===== src/rtl/oc_watchdog.sv =====
// Millisecond watchdog on the chip status bus: programmable countdown with a warn
// level, a sticky bite and a saturating lifetime bite counter.

package oclib_pkg;
  typedef struct packed {
    logic tick1us;
    logic tick1ms;
    logic tick1s;
    logic halt;
    logic clear;
    logic error;
  } chip_status_s;
endpackage

module oc_watchdog #(
  parameter int unsigned CounterWidth   = 16,
  parameter int unsigned BiteCountWidth = 8
) (
  input  logic                      clock,
  input  logic                      reset,
  input  oclib_pkg::chip_status_s   chipStatus,
  input  logic                      enable,
  input  logic                      kick,
  input  logic [CounterWidth-1:0]   cfgTimeoutMs,
  input  logic [CounterWidth-1:0]   cfgWarnMs,
  output logic [CounterWidth-1:0]   remainingMs,
  output logic                      warn,
  output logic                      bite,
  output logic                      bitePulse,
  output logic [BiteCountWidth-1:0] biteCount,
  output logic [1:0]                state
);

  typedef enum logic [1:0] {
    StIdle = 2'd0,
    StRun  = 2'd1,
    StWarn = 2'd2,
    StBite = 2'd3
  } state_e;

  state_e                    state_q, state_d;
  logic [CounterWidth-1:0]   rem_q, rem_d;
  logic [BiteCountWidth-1:0] cnt_q, cnt_d;
  logic                      pulse_q, pulse_d;
  logic                      tick_q, ms_edge_q;
  logic                      tick_strobe;
  logic [CounterWidth-1:0]   reload;
  logic [CounterWidth-1:0]   dec;
  logic                      unused_status;

  assign unused_status = ^{chipStatus.tick1us, chipStatus.tick1s, chipStatus.error};

  assign reload      = (cfgTimeoutMs == '0) ? CounterWidth'(1) : cfgTimeoutMs;
  assign dec         = (rem_q == '0) ? '0 : rem_q - CounterWidth'(1);
  // Tick history keeps tracking through halt so no stale edge fires when halt drops.
  assign tick_strobe = ms_edge_q & ~chipStatus.halt;

  always_comb begin
    state_d = state_q;
    rem_d   = rem_q;
    cnt_d   = cnt_q;
    pulse_d = 1'b0;
    if (chipStatus.clear || (!enable && !chipStatus.halt)) begin
      state_d = StIdle;
      rem_d   = reload;
    end else if (chipStatus.halt) begin
      if (kick && (state_q == StRun || state_q == StWarn)) begin
        state_d = StRun;
        rem_d   = reload;
      end
    end else begin
      unique case (state_q)
        StIdle: begin
          state_d = StRun;
          rem_d   = reload;
        end
        StRun, StWarn: begin
          if (kick) begin
            state_d = StRun;
            rem_d   = reload;
          end else if (tick_strobe) begin
            rem_d = dec;
            if (dec == '0) begin
              state_d = StBite;
              pulse_d = 1'b1;
              if (cnt_q != '1) cnt_d = cnt_q + BiteCountWidth'(1);
            end else if (cfgWarnMs != '0 && dec <= cfgWarnMs) begin
              state_d = StWarn;
            end
          end
        end
        StBite: rem_d = '0;
        default: state_d = StIdle;
      endcase
    end
  end

  always_ff @(posedge clock or negedge reset) begin
    if (!reset) begin
      state_q   <= StIdle;
      rem_q     <= '0;
      cnt_q     <= '0;
      pulse_q   <= 1'b0;
      tick_q    <= 1'b0;
      ms_edge_q <= 1'b0;
    end else begin
      state_q   <= state_d;
      rem_q     <= rem_d;
      cnt_q     <= cnt_d;
      pulse_q   <= pulse_d;
      tick_q    <= chipStatus.tick1ms;
      ms_edge_q <= chipStatus.tick1ms & ~tick_q;
    end
  end

  assign remainingMs = rem_q;
  assign warn        = (state_q == StWarn);
  assign bite        = (state_q == StBite);
  assign bitePulse   = pulse_q;
  assign biteCount   = cnt_q;
  assign state       = state_q;

endmodule


===== config.mk =====
export PLATFORM = sky130hd
export DESIGN_NAME = oc_watchdog
export DESIGN_NICKNAME = d
export VERILOG_FILES = /design/src/rtl/oc_watchdog.sv
export SDC_FILE = /design/constraint.sdc
export NUM_CORES = 1
export LEC_CHECK = 0
export ABC_AREA = 0
export CORE_MARGIN = 3
export CORE_UTILIZATION = 48
export DETAILED_ROUTE_END_ITERATION = 6
export GPL_TIMING_DRIVEN = 1
export MAX_ROUTING_LAYER = met4
export PLACE_DENSITY = 0.88
export SLEW_MARGIN = 10
export SYNTH_ARGS = -nofsm -noshare
export SYNTH_HDL_FRONTEND = slang
export SYNTH_SLANG_ARGS = --single-unit

===== constraint.sdc =====
create_clock -name clock -period 4.9 [get_ports clock]
set_input_delay 0.98 -clock clock [delete_from_list [all_inputs] [get_ports clock]]
set_output_delay 0.98 -clock clock [all_outputs]
set_load 0.005 [all_outputs]

# == Word-level counts from Yosys, hierarchy flattened ==
# Cells that the tools add are included.
# word_totals
reg_bits,29
output_inout_bits,29
wordCells,61
# classes
addsub,2
order_cmp,1
eq_ne,7
muxes,22
bitwise_logic,6
reduce_logical,17
# op_table
operator,count
16-bit 2-to-1 mux,7
16-bit logical NOT,3
16-bit case mux with 3 select lines,1
16-bit less-or-equal comparator,1
16-bit nonzero test,1
"16-bit by 1-bit subtractor with 16-bit output, second input constant",1
2-bit 2-to-1 mux,7
"8-bit by 1-bit adder with 8-bit output, second input constant",1
"8-bit inequality test, second input constant",1
7-bit AND reduction,1
1-bit 2-to-1 mux,6
"6-bit inequality test, second input constant",1
"5-bit inequality test, second input constant",1
"2-bit equality test, second input constant",2
1-bit NOT,4
2-bit case mux with 2 select lines,1
4-bit AND reduction,1
4-bit nonzero test,1
1-bit logical AND,3
"3-bit by 1-bit inequality test with 1-bit output, second input constant",1
1-bit bitwise AND,2
"2-bit by 1-bit equality test with 1-bit output, second input constant",1
1-bit logical NOT,2
2-bit logical NOT,1
other kinds (3),4

# == Logic depth before layout (Yosys ltp) ==
# Gate-level depths: netlist of the first run.
# depth
depth_word,11
ltp_mapped,16
depth_no_buf,15

# == Worst setup path before layout of the first run ==
# Ideal clock, no wire load.
# synth_timing
path_kind,flip-flop to flip-flop
from,reg rem_q[0] (netlist: remainingMs[0])
to,reg state_q[0] (netlist: state[0])
setup_ns,0.125
arrival_time_ns,3.491
required_time_ns,4.775
setup_slack_ns,1.284
stages_incl_launch_ff,16
n_path_buf,2
period_less_slack_ns,3.616
cell_sequence,dfrtp_1 -> inv_1 -> ha_1 -> or3b_2 -> clkbuf_1 -> nor3_1 -> clkbuf_1 -> nor2_1 -> ha_1 -> nor2b_1 -> o211ai_1 -> a2111o_1 -> a21o_1 -> a31oi_1 -> a21oi_1 -> mux2_2
# synth_via
elab_chain_cells,9
word_cells_on_any_way,14
classes_between,add/sub: 1; order compare: 1; eq/ne: 1; mux: 7; reduce/logical: 4
# synth_rtl
element,line,source
from (decl),42,"logic [CounterWidth-1:0] rem_q, rem_d;"
from (signal assigned),108,rem_q <= rem_d;
16-bit by 1-bit subtractor with 16-bit output / 16-bit logical NOT (equally long branches),54,assign dec = (rem_q == '0) ? '0 : rem_q - CounterWidth'(1);
16-bit 2-to-1 mux *,54,
"parallel branches: the longest is 7 deep, another holds 16-bit less-or-equal comparator",--,
to (signal assigned),100,state_q <= StIdle;
to (signal assigned),107,state_q <= state_d;
to (decl),41,"state_e state_q, state_d;"
# Every way passes the cells marked *. The select of a mux whose other input is x is not followed.
# A chain may end at the register's enable or synchronous reset.

# == Final worst setup path of the first run ==
# Ends and elaborated chain as after synthesis.

==> results of run 1 <==
stage by stage:
step	utilization, %	power (uW)	worst slack (ns)	cell area [um2]	instances
global route	67.5	900	0.340	3210	421
global placement	65.7	627	1.06	3120	413
CTS	67.5	834	0.767	3210	421
floorplan	-	491	1.28	2390	287
finish	67.5	833	0.753	3210	421
detailed placement	65.7	639	0.778	3120	413
layout make-up:
cell class	instances	area, um2	share of cell area (%)
multi-input cells	224	1530	47.6
flip-flops and latches	29	726	22.6
repair buffers	72	708	22.1
well taps	67	83.8	2.61
inverters	21	78.8	2.46
clock buffers	5	68.8	2.14
clock inverters	3	17.5	0.546
cell families (layout without fill, tap and decap cells):
logic type | count (synthesis) | count (layout) | share of synthesized area, %
multiplexers | 4 | 4 | 2.04
AND/OR/NAND/NOR | 112 | 112 | 25.7
buffers and inverters | 34 | 101 | 5.91
XOR/XNOR | 14 | 14 | 5.13
AO/OA/AOI/OAI | 72 | 72 | 19.3
flip-flops | 29 | 29 | 30.4
adder cells (fa/ha/maj) | 22 | 22 | 11.5
worst paths after layout:
| kind | cells after the start | slack (ns) | end |
|---|---|---|---|
| worst max-delay path | 13 | 0.75 | state[0] |
| worst min-delay path | 1 | 0.42 | ms_edge_q |
| worst max register to register | 13 | 0.75 | state[0] |
| worst min register to register | 1 | 0.42 | ms_edge_q |
| max in group asynchronous | 2 | 3.54 | bitePulse |
| min in group asynchronous | 2 | 1.07 | remainingMs[6] |
metal layers:
metal / global-route usage (%) / routed length, um
met5: - / 0
met4: 9.06 / 181
met3: 6.97 / 458
met2: 40.6 / 3280
met1: 30.1 / 2770
flip-flops by register name (all words and copies together), names as in the netlist:
name,cells
remainingMs,16
biteCount,8
state,2
bitePulse,1
ms_edge_q,1
tick_q,1
power by group through the flow:
stage / sequential (uW) / combinational (uW) / clock [uW]
after floorplan: 302 / 189 / 0
after global placement: 316 / 311 / 0
after detailed placement: 318 / 322 / 0
after CTS: 314 / 323 / 196
after global routing: 321 / 363 / 216
final: 316 / 323 / 194
placed cells by master, fill, tap and decap left out, drive strengths merged, types with 3 or more instances in the layout:
cell and instances:
a21o 4, a21oi 23, a22o 6, a22oi 6, and3 4, and4 4, buf 5, clkbuf 5
clkdlybuf4s50 67, dfrtp 29, ha 22, inv 21, mux2 4, nand2 20, nand2b 4, nand3 5
nand4 11, nor2 29, nor2b 4, nor3 6, nor4 15, o21ai 19, or4 3, xnor2 13
==> impl_results.md, run 1 <==
- Outcome: complete, no violations
- Buf+Inv Stages, Crit Path: 2
- CTS Root Buffer Type: clkbuf_8
- GP Congestion: 0.893
- Crit. Startpoint: remainingMs[0]
- Synth area leader: dfrtp_1
- Post-CTS setup buffer count: 0
- Area growth syn-to-layout: 34.3%
- Reg clk slew, reported paths: around 0.070 ns
- CTS sink cnt: 29
- NetSw: approximately 300 uW
- CP Class: reg -> reg
- Initial antenna violation count: 0
- Final nets: 417
- DR vias: roughly 2,500
- Comb power frac: between 30% and 40%
- Most common cell on crit path: ha_1
- Fin crit share: 84.6%
- IR drop worst, VDD: roughly 0.17 mV
- DR pass1 iterations: 5
- Final Hold Fails: 0
- Post-synth EDFFs: 0
- Flops & latches, synth: 29
- Avg Cell Area, Syn: roughly 8.3 um2
- Switching Share: around 36%
- Die H: between 70 and 80 um
- Crit path max-delay family: simple AND/OR/NAND/NOR gates
- Final setup viols: 0
- Clock share of power: between 20% and 30%
- DRT iter0 DRCs: ~180
- P_int: around 530 uW
- Rel. slew slack: slightly below 40%
- Worst Setup End Kind: flop
- Fmax achieved: ~240 MHz
- CTS tree: built
- Yosys cell types: 48
- Num rows: 25
- CP max-delay cell: nor3_1
- Register share of total power: about 38%
- Power density over the cells: 259 nW/um2
- Hold slack final: between 0.4 and 0.5 ns
- Worst reg2reg startpoint: remainingMs[0]
- Dpl hpwl: roughly 5200 um
- Die Span X: ~77 um
- Synth cell count leaders: dfrtp_1, nor2_1, a21oi_1
- Crit-path max FO: 8
- Number of vias per cell: roughly 5.9
- Clk buf depth: 2
- First-pass GRT wire length: about 12,000 um
- Critical Path AT: 4.32 ns
- Cts hold-fix bufs: 0
- Total core area: approximately 4800 um2
- Post_cts resized: 0
- # IOs: a little over 70
- Largest net degree at the start of global routing: 30
- Pleak: roughly 0.0014 uW
- WP data required: ~5.1 ns
- Yosys top cell area share: around 30%
- Pins Over Slew Limit: 0
- Cell Chain, Critical Path: inv_1 > ha_1 > or3b_2 > nor3_1 > buf_4 > nor2_1 > ha_1 > nand4_1 > nor4_1 > or3_1 > a31oi_1 > a21oi_1 > mux2_2
- Vias in the first global route: approximately 2,500
- Unrepaired setup endpoints after global routing: false
- DRC: 0
- Worst Setup Start Kind: flop
- Hold Crit Start: tick_q
- Layout filler cell count: about 390
- GRT overflow: 0
- Final WL: roughly 6700 um
- Max-cap viol count: 0
- Slew @ Worst Pin: 0.918 ns
- PortBufs: between 60 and 70
- Fraction of registers with async set/reset: 100%
- Syn nets: 351
- Diode count: 0
- Post-route setup TNS: 0 ns
- Synth top area cells: dfrtp_1, ha_1, a21oi_1
- Clock Latency Late Sink: 0.29 ns
- Initial Utilization: around half
- Mapped Area: around 2400 um2
- Tmin final: about 4.1 ns
- Syn Inst Count: between 200 and 300
- Yosys warns: 0
- Final ANT Viol Nets: 0
- Layout cell share with drive strength beyond 1: about 7.3%
- Clock skew: 0.00594 ns
- Total GRT Usage: around a quarter
- Ys flop type: dfrtp_1
- # H-tree levels: 2
- Die ar.: between 5000 and 6000 um2
- CTS buffer count: 5
- Max stage delay on crit path: ~0.58 ns
- Sequential fraction of the synthesis area: between 30 and 40%
- HP Class: reg -> reg
- Detail-routed net length per standard cell: 15.9 um
Power figures use the tool's default switching activity.
==> inputs of run 2 (changes only) <==
--- a/config.mk
+++ b/config.mk
@@ -7,11 +7,11 @@
 export LEC_CHECK = 0
 export ABC_AREA = 0
 export CORE_MARGIN = 3
-export CORE_UTILIZATION = 48
+export CORE_UTILIZATION = 43
 export DETAILED_ROUTE_END_ITERATION = 6
 export GPL_TIMING_DRIVEN = 1
 export MAX_ROUTING_LAYER = met4
-export PLACE_DENSITY = 0.88
+export PLACE_DENSITY = 0.84
 export SLEW_MARGIN = 10
 export SYNTH_ARGS = -nofsm -noshare
 export SYNTH_HDL_FRONTEND = slang
==> constraint.sdc (replaced) <==
create_clock -name clock -period 3.4 [get_ports clock]
set_input_delay 0.68 -clock clock [delete_from_list [all_inputs] [get_ports clock]]
set_output_delay 0.68 -clock clock [all_outputs]
set_load 0.005 [all_outputs]
==> run 2 against run 1 <==
- the flow now finishes with violations (setup timing)
- global-route usage is 0.83 points lower
- maximum frequency is 22% higher
- design area is 15% higher
- critical path type unchanged
- largest power group unchanged
==> impl_results.md, run 2 (synthesized netlist as in run 1, its figures left out) <==
- Reg clk slew, reported paths: around 0.07 ns
- CTS Root Buffer Type: clkbuf_8
- CP Class: reg -> reg
- Final WL: roughly 8000 um
- Commonest cells after routing, fill and taps aside: clkdlybuf4s50_1, buf_4, dfrtp_1, nor2_1
- Clock Latency Late Sink: approximately 0.28 ns
- FF-to-FF setup slack: -0.002 ns
- RR Endpoint: state[0]
- PortBufs: 67
- Dpl hpwl: ~5800 um
- Tot Pwr: approximately 1500 uW
- Power density over the cells: 395 nW/um2
- Pins Over Slew Limit: 0
- WHS Path Cells: 1
- Max stage delay on crit path: 0.63 ns
- Switching Share: 33.8%
- DR vias: 2,685
- Critical Path AT: ~3.6 ns
- Slew @ Worst Pin: 0.974 ns
- GP Congestion: just under 0.9
- Worst Setup Start Kind: flop
- Crit-path max FO: 7
- Final nets: ~450
- Comb power frac: between 40 and 50%
- Num rows: 26
- DR pass1 iterations: 4
- Post-place setup slack: -0.138 ns
- Layout cell share with drive strength beyond 1: about 22%
- Fin crit share: 100%
- Die H: ~81 um
- Outcome: finished with violations
- Crit path max-delay family: simple AND/OR/NAND/NOR gates
- Unrepaired setup endpoints after global routing: true
- Detail-routed net length per standard cell: 17.1 um
- Total core area: roughly 5200 um2
- Pleak: ~0.0017 uW
- Stages on the worst setup path: 13
- Worst reg2reg startpoint: remainingMs[5]
- Final ANT Viol Nets: 0
- Clock share of power: ~25%
- Initial Utilization: 45.7%
- Number of vias per cell: 5.84
- Total GRT Usage: about a quarter
- Failing checks: setup timing
- GRT overflow: 0
- Register share of total power: between 20% and 30%
- IR drop worst, VDD: ~0.23 mV
- Die ar.: around 6500 um2
- Largest register FFs: 16
- # IOs: slightly above 70
- Cts hold-fix bufs: 0
- PnR worst setup slack: -0.00211 ns
- Cell Chain, Critical Path: or4_4 > buf_6 > nor3_4 > buf_6 > a21oi_1 > ha_1 > nand4_1 > inv_1 > a221oi_2 > or3_4 > a31oi_4 > a21oi_2 > mux2_4
- HP Class: reg -> reg
- Final design utilization: between 70 and 80%
- Hold slack final: 0.393 ns
- Diode count: 0
- DRC: 0
- Final setup viols: 1
- Buf+Inv Stages, Crit Path: 3
- CTS sink cnt: 29
- # H-tree levels: 2
- Most common cell on crit path: buf_6
- Hold Crit Start: tick_q
- Fmax achieved: 294 MHz
- Initial antenna violation count: 0
- Tmin final: ~3.4 ns
- Layout filler cell count: about 420
- Final Hold Fails: 0
- DRT iter0 DRCs: 220
- NetSw: 495 uW
- Worst Setup End Kind: flop
- Area growth syn-to-layout: 54.9%
- First-pass GRT wire length: approximately 12,000 um
- Most common cell after layout, fill and taps aside: clkdlybuf4s50_1
- P_int: approximately 970 uW
- CTS tree: built
- CP max-delay cell: or4_4
- Largest net degree at the start of global routing: 34
- Clk buf depth: 2
- CTS buffer count: 5
- Rel. slew slack: between 30% and 40%
- WP data required: about 3.6 ns
- Reg2Reg Depth: 13
- Vias in the first global route: about 2,700
- Clock skew: between 0.006 and 0.007 ns
- Hold-critical path endpoint: ms_edge_q
- Max-cap viol count: 0
- Die Span X: between 80 and 90 um
[run 2: final cells by class]
class	count	area, um2	share of cell area (%)
Clock inverter	1	30.0	0.811
Timing Repair Buffer	108	990	26.7
Inverter	21	78.8	2.13
Tap cell	70	87.6	2.36
Clock buffer	7	86.3	2.33
Sequential cell	29	726	19.6
Multi-Input combinational cell	224	1710	46.0
[run 2: metrics by stage]
step	std cells	area, um2	setup TNS (ns)
detailed placement	447	3370	-0.138
global route	460	3700	-0.107
finish	460	3700	-0.00211
global placement	447	3370	-0.0244
floorplan	287	2410	0
CTS	455	3520	0
[run 2: worst max path at each step]
stage,from,endpoint
detailed placement,remainingMs[6],state[0]
global placement,remainingMs[1],state[0]
CTS,remainingMs[1],state[0]
global route,remainingMs[0],state[0]
finish,remainingMs[5],state[0]
floorplan,remainingMs[0],state[0]
[run 2: routing by layer]
metal / GRT usage, % / part of all wire (%) / routed length [um] / vias up
met5: - / 0 / 0 / -
met4: 8.61 / 3.1 / 241 / 0
met3: 4.37 / 5.3 / 421 / 30
met2: 42.0 / 51 / 4030 / 120
met1: 28.3 / 40 / 3180 / 1275
li1: - / - / - / 1260
[run 2: repair_timing]
action / in CTS / in global routing
setup buffers: 0 / 5
pin swaps: 1 / 16
endpoints found under the setup margin: 2 / 2
gates resized for setup: 7 / 27
[run 2: power by group through the flow]
stage | Sequential (uW) | Combinational [uW] | Clock (uW)
3_3_place_gp | 415 | 571 | 0
3_5_place_dp | 416 | 593 | 0
2_1_floorplan | 435 | 275 | 0
6_report | 415 | 683 | 366
4_1_cts | 412 | 606 | 371
5_1_grt | 420 | 742 | 390
[run 2: worst reg2reg max path, cell delays in order, from the launching register on]
cell,delay (ns)
dfrtp_1,0.38
or4_4,0.63
buf_6,0.17
nor3_4,0.21
buf_6,0.15
a21oi_1,0.05
ha_1,0.32
nand4_1,0.17
inv_1,0.13
a221oi_2,0.07
or3_4,0.41
a31oi_4,0.18
a21oi_2,0.09
mux2_4,0.31
==> inputs of run 3 (changes only) <==
--- a/config.mk
+++ b/config.mk
@@ -6,7 +6,7 @@
 export NUM_CORES = 1
 export LEC_CHECK = 0
 export ABC_AREA = 0
-export CORE_MARGIN = 3
+export CORE_MARGIN = 1
 export CORE_UTILIZATION = 43
 export DETAILED_ROUTE_END_ITERATION = 6
 export GPL_TIMING_DRIVEN = 1
==> run 3 against run 2 <==
- design area down 1.2%
- register-to-register slack gained 0.07 ns
- global-route usage up 0.79 points
- critical path depth decreased by 1
- via count shrank 2.1%
- die area is 9.7% lower
- worst setup slack improved by 0.066 ns
- the run now ends clean
- total power down 3.0%
- utilization is 0.88 points lower
- routed wire length fell by 8.6%
- sequential power about the same
- clock skew grew 0.0015 ns
==> impl_results.md, run 3 (synthesized netlist as in run 1, its figures left out) <==
- Die H: approximately 77 um
- Tmin final: roughly 3.3 ns
- Post-route cell area: between 3000 and 4000 um2
- Slew @ Worst Pin: approximately 0.94 ns
- Final Hold Fails: 0
- Total GRT Usage: about a quarter
- Initial Utilization: 45.7%
- Max-cap viol count: 0
- Cts hold-fix bufs: 0
- Final nets: around 450
- Comb power frac: between 40 and 50%
- Die ar.: roughly 6000 um2
- Die Span X: roughly 77 um
- # IOs: 71
- GRT overflow: 0
- Total core area: 5240 um2
- Total area of sequential cells: between 700 and 800 um2
- IR drop worst, VDD: 0.237 mV
- Outcome: complete, no violations
- Clock Latency Late Sink: between 0.2 and 0.3 ns
- Hold slack final: ~0.40 ns
- Clk buf depth: 2
- Diode count: 0
- Fin crit share: 98.1%
- Pins Over Slew Limit: 0
- Largest register FFs: 16
- Crit-path max FO: 6
- P_int: about 950 uW
- Final ANT Viol Nets: 0
- DR pass1 iterations: 4
- Rel. slew slack: between 30% and 40%
- Switching Share: roughly a third
- HP Class: reg -> reg
- CP Class: reg -> reg
- Most common cell after layout, fill and taps aside: clkdlybuf4s50_1
- NetSw: 472 uW
- GP Congestion: roughly 0.9
- Max stage delay on crit path: ~0.62 ns
- Commonest cells after routing, fill and taps aside: clkdlybuf4s50_1, buf_4, dfrtp_1, nor2_1, a21oi_1
- Cell Chain, Critical Path: or4_4 > buf_4 > nor3_4 > xnor2_2 > nor2_1 > ha_1 > nand4_1 > a2111o_1 > a21o_1 > a31oi_2 > a21oi_2 > mux2_2
- Placed cells: about 450
- WP data required: 3.56 ns
- Critical Path AT: approximately 3.5 ns
- Fmax achieved: around 300 MHz
- Reg clk slew, reported paths: about 0.070 ns
- Worst Setup End Kind: flop
- Worst Setup Start Kind: flop
- Initial antenna violation count: 0
- PortBufs: 67
- Final WL: roughly 7000 um
- DR vias: around 2,600
- CP max-delay cell: or4_4
- # H-tree levels: 2
- First-pass GRT wire length: about 11,000 um
- CTS buffer count: 5
- Largest net degree at the start of global routing: 35
- DRC: 0
- Final setup viols: 0
- Final cell count without fillers: 460
- Footprint of the multi-input gates: approximately 1700 um2
- Power density over the cells: between 300 and 400 nW/um2
- Pleak: 0.00165 uW
- Clock skew: ~0.0079 ns
- Number of vias per cell: 5.72
- Detail-routed net length per standard cell: 15.6 um
- Tot Pwr: approximately 1400 uW
- Clock share of power: roughly a quarter
- DRT iter0 DRCs: between 150 and 200
- Dpl cell area: about 3400 um2
- Vias in the first global route: 2,575
- CTS tree: built
- CTS Root Buffer Type: clkbuf_8
- Register share of total power: around 30%
- Layout filler cell count: 401
- Area growth syn-to-layout: 53.0%
- Unrepaired setup endpoints after global routing: true
- CTS sink cnt: 29
- Layout cell share with drive strength beyond 1: approximately 21%
- Num rows: 26
- Dpl hpwl: between 5000 and 6000 um
## run 3: worst paths after layout
path	start	end	slack (ns)	cells after the start
max in group asynchronous	reset	state[1]	2.33	2
min in group asynchronous	reset	remainingMs[3]	0.79	2
worst max-delay path	remainingMs[2]	state[0]	0.06	12
worst min register to register	tick_q	ms_edge_q	0.40	1
worst min-delay path	tick_q	ms_edge_q	0.40	1
worst max register to register	remainingMs[2]	state[0]	0.06	12
## run 3: worst max-delay path, delay by kind of cell, from the launching register on
family / cells / cell delay, ns
AOI/OAI and AO/OA: 4 / 0.88
xor gates and xnor gates: 1 / 0.16
adders and majority gates: 1 / 0.29
buffers and inverters: 1 / 0.18
DFF: 1 / 0.39
muxes: 1 / 0.28
and+or+nand+nor: 4 / 1.02
## run 3: per-stage QoR
step / utilization, % / setup slack, ns / TNS, ns
3_3_place_gp: 64.4 / -0.00976 / -0.00976
5_1_grt: 69.8 / -0.0580 / -0.0580
4_1_cts: 67.3 / 0.00944 / 0
3_5_place_dp: 64.4 / -0.147 / -0.147
2_1_floorplan: - / 0.0154 / 0
6_report: 69.8 / 0.0643 / 0
## run 3: area by class of cell
class                      instances  area share (%)
timing repair buffer             108            27.0
clock buffer                       7            2.36
sequential                        29            19.8
tap                               70            2.39
clock inverter                     1           0.821
inverter                          21            2.16
multi-input combinational        224            45.5
## run 3: power groups by stage
stage | registers (uW) | logic [uW] | clock network (uW)
floorplan | 435 | 275 | 0
global placement | 414 | 569 | 0
detailed placement | 418 | 586 | 0
CTS | 413 | 599 | 374
global route | 421 | 698 | 386
finish | 418 | 636 | 366
## run 3: repair_timing
item                       CTS  global route
setup endpoints to repair    1             2
resized for setup            8            18
pin swaps                    1            13
setup buffers                0             5
## run 3: per-layer routing
metal | up-vias | wire (um) | global-route usage [%] | part of all wire [%]
met2 | 101 | 3660 | 44.0 | 51
met4 | 0 | 156 | 9.04 | 2.2
met1 | 1240 | 2960 | 29.0 | 41
met3 | 19 | 421 | 3.83 | 5.8
li1 | 1269 | - | - | -
met5 | - | 0 | - | 0
==> RTL edit (flow settings as in run 3) <==
Change the parameter `BiteCountWidth` from 8 to 9.
--- a/src/rtl/oc_watchdog.sv
+++ b/src/rtl/oc_watchdog.sv
@@ -14,7 +14,7 @@
 
 module oc_watchdog #(
   parameter int unsigned CounterWidth   = 16,
-  parameter int unsigned BiteCountWidth = 8
+  parameter int unsigned BiteCountWidth = 9
 ) (
   input  logic                      clock,
   input  logic                      reset,
Interface: changed (resized biteCount); port bits go from 71 to 72. No check against the original RTL was run, so the function may have changed too.
==> RTL edit against run 3 <==
The flow now finishes with violations (negative setup slack). Count of clock-buffer cells in the layout down 1. Highest routed layer unchanged. Largest power group unchanged. Sequential cell count increased by 1. Wire length grew 21%. Cell area grew 5.7%. Synthesized area increased by 5.3%. Power up 3.7%. Worst setup slack lost 0.082 ns.
==> RTL edit: results (changes against run 3) <==
NetSw - 0.549 mW (+16%)
initial antenna violation count - 0 (unchanged)
worst setup path startpoint - remainingMs[7]$_DFFE_PN0P_
layout cells sized above 1 - 0.206 (-0.00120)
Setup TNS - -0.0178 ns (-0.0178 ns)
ant diodes - 0 (unchanged)
crit path max-delay cell type - or4_4
Iter 0 DRT Violations - 183 (-3.7%)
Final nets - 495 (+9.3%)
Largest register FFs - 16 (unchanged)
Worst-path clk slew - 0.08 ns
met2 WL - 4300 µm (+18%)
Worst Path Arrival - 3.60 ns (+0.10 ns)
reg2reg start - remainingMs[7]$_DFFE_PN0P_
max incr delay on CP - 0.60 ns (-0.02 ns)
DR vias - 2922 (+11%)
synth unique cells - 51 (+6.3%)
first-pass GRT wire length - 13700 µm (+19%)
Port-buffer cells - 68 (+1.5%)
status - complete, but fails checks
Syn Inst Count - 311 (+8.4%)
Pre-antenna DRT Iters - 5 (+1)
Synth Area in Compound Gates - 0.183 (-0.0102)
GR Util met3 - 0.0430 (+0.00470)
top layer in use - met4
top cells by count, synth - nor2_1, dfrtp_1, inv_1
ranking of synthesized cells by area - dfrtp_1, ha_1, nor2_1, xnor2_1, a21oi_1
Static Leakage - 1.72 nW (+3.8%)
clk_skew - 0.0112 ns (+0.00331 ns)
multiplexer share of the synthesized area - 0.0214 (+0.000964)
R2R depth - 10 (-2)
via/cell ratio - 5.81 (+1.6%)
CP Max Fanout - 4 (-2)
vias in the first global route - 2944 (+14%)
pre-CTS WS - -0.149 ns (-0.00218 ns)
Final Worst Setup Slack - -0.0178 ns (-0.0821 ns)
post-synthesis sequential area ratio - 0.298 (-0.00530)
XOR/XNOR Fraction of Synth Area - 0.0487 (-0.00257)
CTS buffer count - 5 (unchanged)
FILL cells - 493 (+23%)
Slew @ Worst Pin - 0.851 ns (-0.0936 ns)
Mapped Nets - 376 (+7.1%)
routed length on met3 - 515 µm (+22%)
met2 Track Usage GR - 0.480 (+0.0404)
r2r endpoint - state[0]$_DFFE_PN0P_
wire length on met1 - 3730 µm (+26%)
DR WL/cell - 17.4 µm (+11%)
HPWL Detailed - 6700 µm (+25%)
violated checks - negative setup slack
Global Route met1 Usage - 0.364 (+0.0746)
gpl congestion - 1.01 (+10%)
Final setup viols - 1 (+1)
largest net degree at the start of global routing - 31 (-11%)
placed cells - 492 (+10%)
GR Util All Layers - 0.292 (+0.0413)
post-synthesis adder-cell area fraction - 0.114 (-0.000809)
VDD IR max - 252 µV (+6.4%)
-- RTL edit: changes by cell type in the layout (fill, tap and decap cells not counted), moves of 3 or more --
cell	before	now
a22o_1	6	1
o21ai_0	16	20
and4_1	3	0
a221oi_1	1	6
nor2_1	27	32
nor3_1	3	13
buf_4	39	56
nand3_1	5	2
inv_1	20	26
-- RTL edit: power groups by stage --
stage	logic [mW]	clock network, mW	registers [mW]
6_report	0.707	0.317	0.450
3_5_place_dp	0.662	0	0.451
4_1_cts	0.672	0.321	0.445
3_3_place_gp	0.640	0	0.448
5_1_grt	0.764	0.335	0.454
2_1_floorplan	0.313	0	0.448
-- RTL edit: worst register-to-register path, delay by kind of cell (launching register included) --
family	cells	cell delay (ns)
mux	2	0.59
fa+ha+maj	1	0.28
buf+inv	1	0.10
compound gates	2	0.35
flops	1	0.44
simple gates	4	1.56
-- RTL edit: area by class of cell --
class	instances	area (µm²)	area share
clock buffer	6	82.6	0.0214
clock inverter	2	12.5	0.00324
inverter	26	97.6	0.0253
tap	72	90.1	0.0233
timing repair buffer	125	1110	0.288
multi-input combinational	242	1720	0.445
sequential	30	751	0.194
-- RTL edit: what timing repair did --
item,4_1_cts,5_1_grt
gates resized for setup,5,14
setup buffers,0,3
setup endpoints to repair,1,2
hold buffers,0,0
pin swaps,0,2
-- RTL edit: stage by stage --
stage | power, mW | cell area, µm² | hold WS [ns] | utilization
floorplan | 0.762 | 2540 | 0.378 | -
global placement | 1.09 | 3660 | 0.381 | 0.656
CTS | 1.44 | 3770 | 0.418 | 0.677
global route | 1.55 | 3860 | 0.422 | 0.693
detailed placement | 1.11 | 3660 | 0.408 | 0.656
finish | 1.47 | 3860 | 0.416 | 0.693
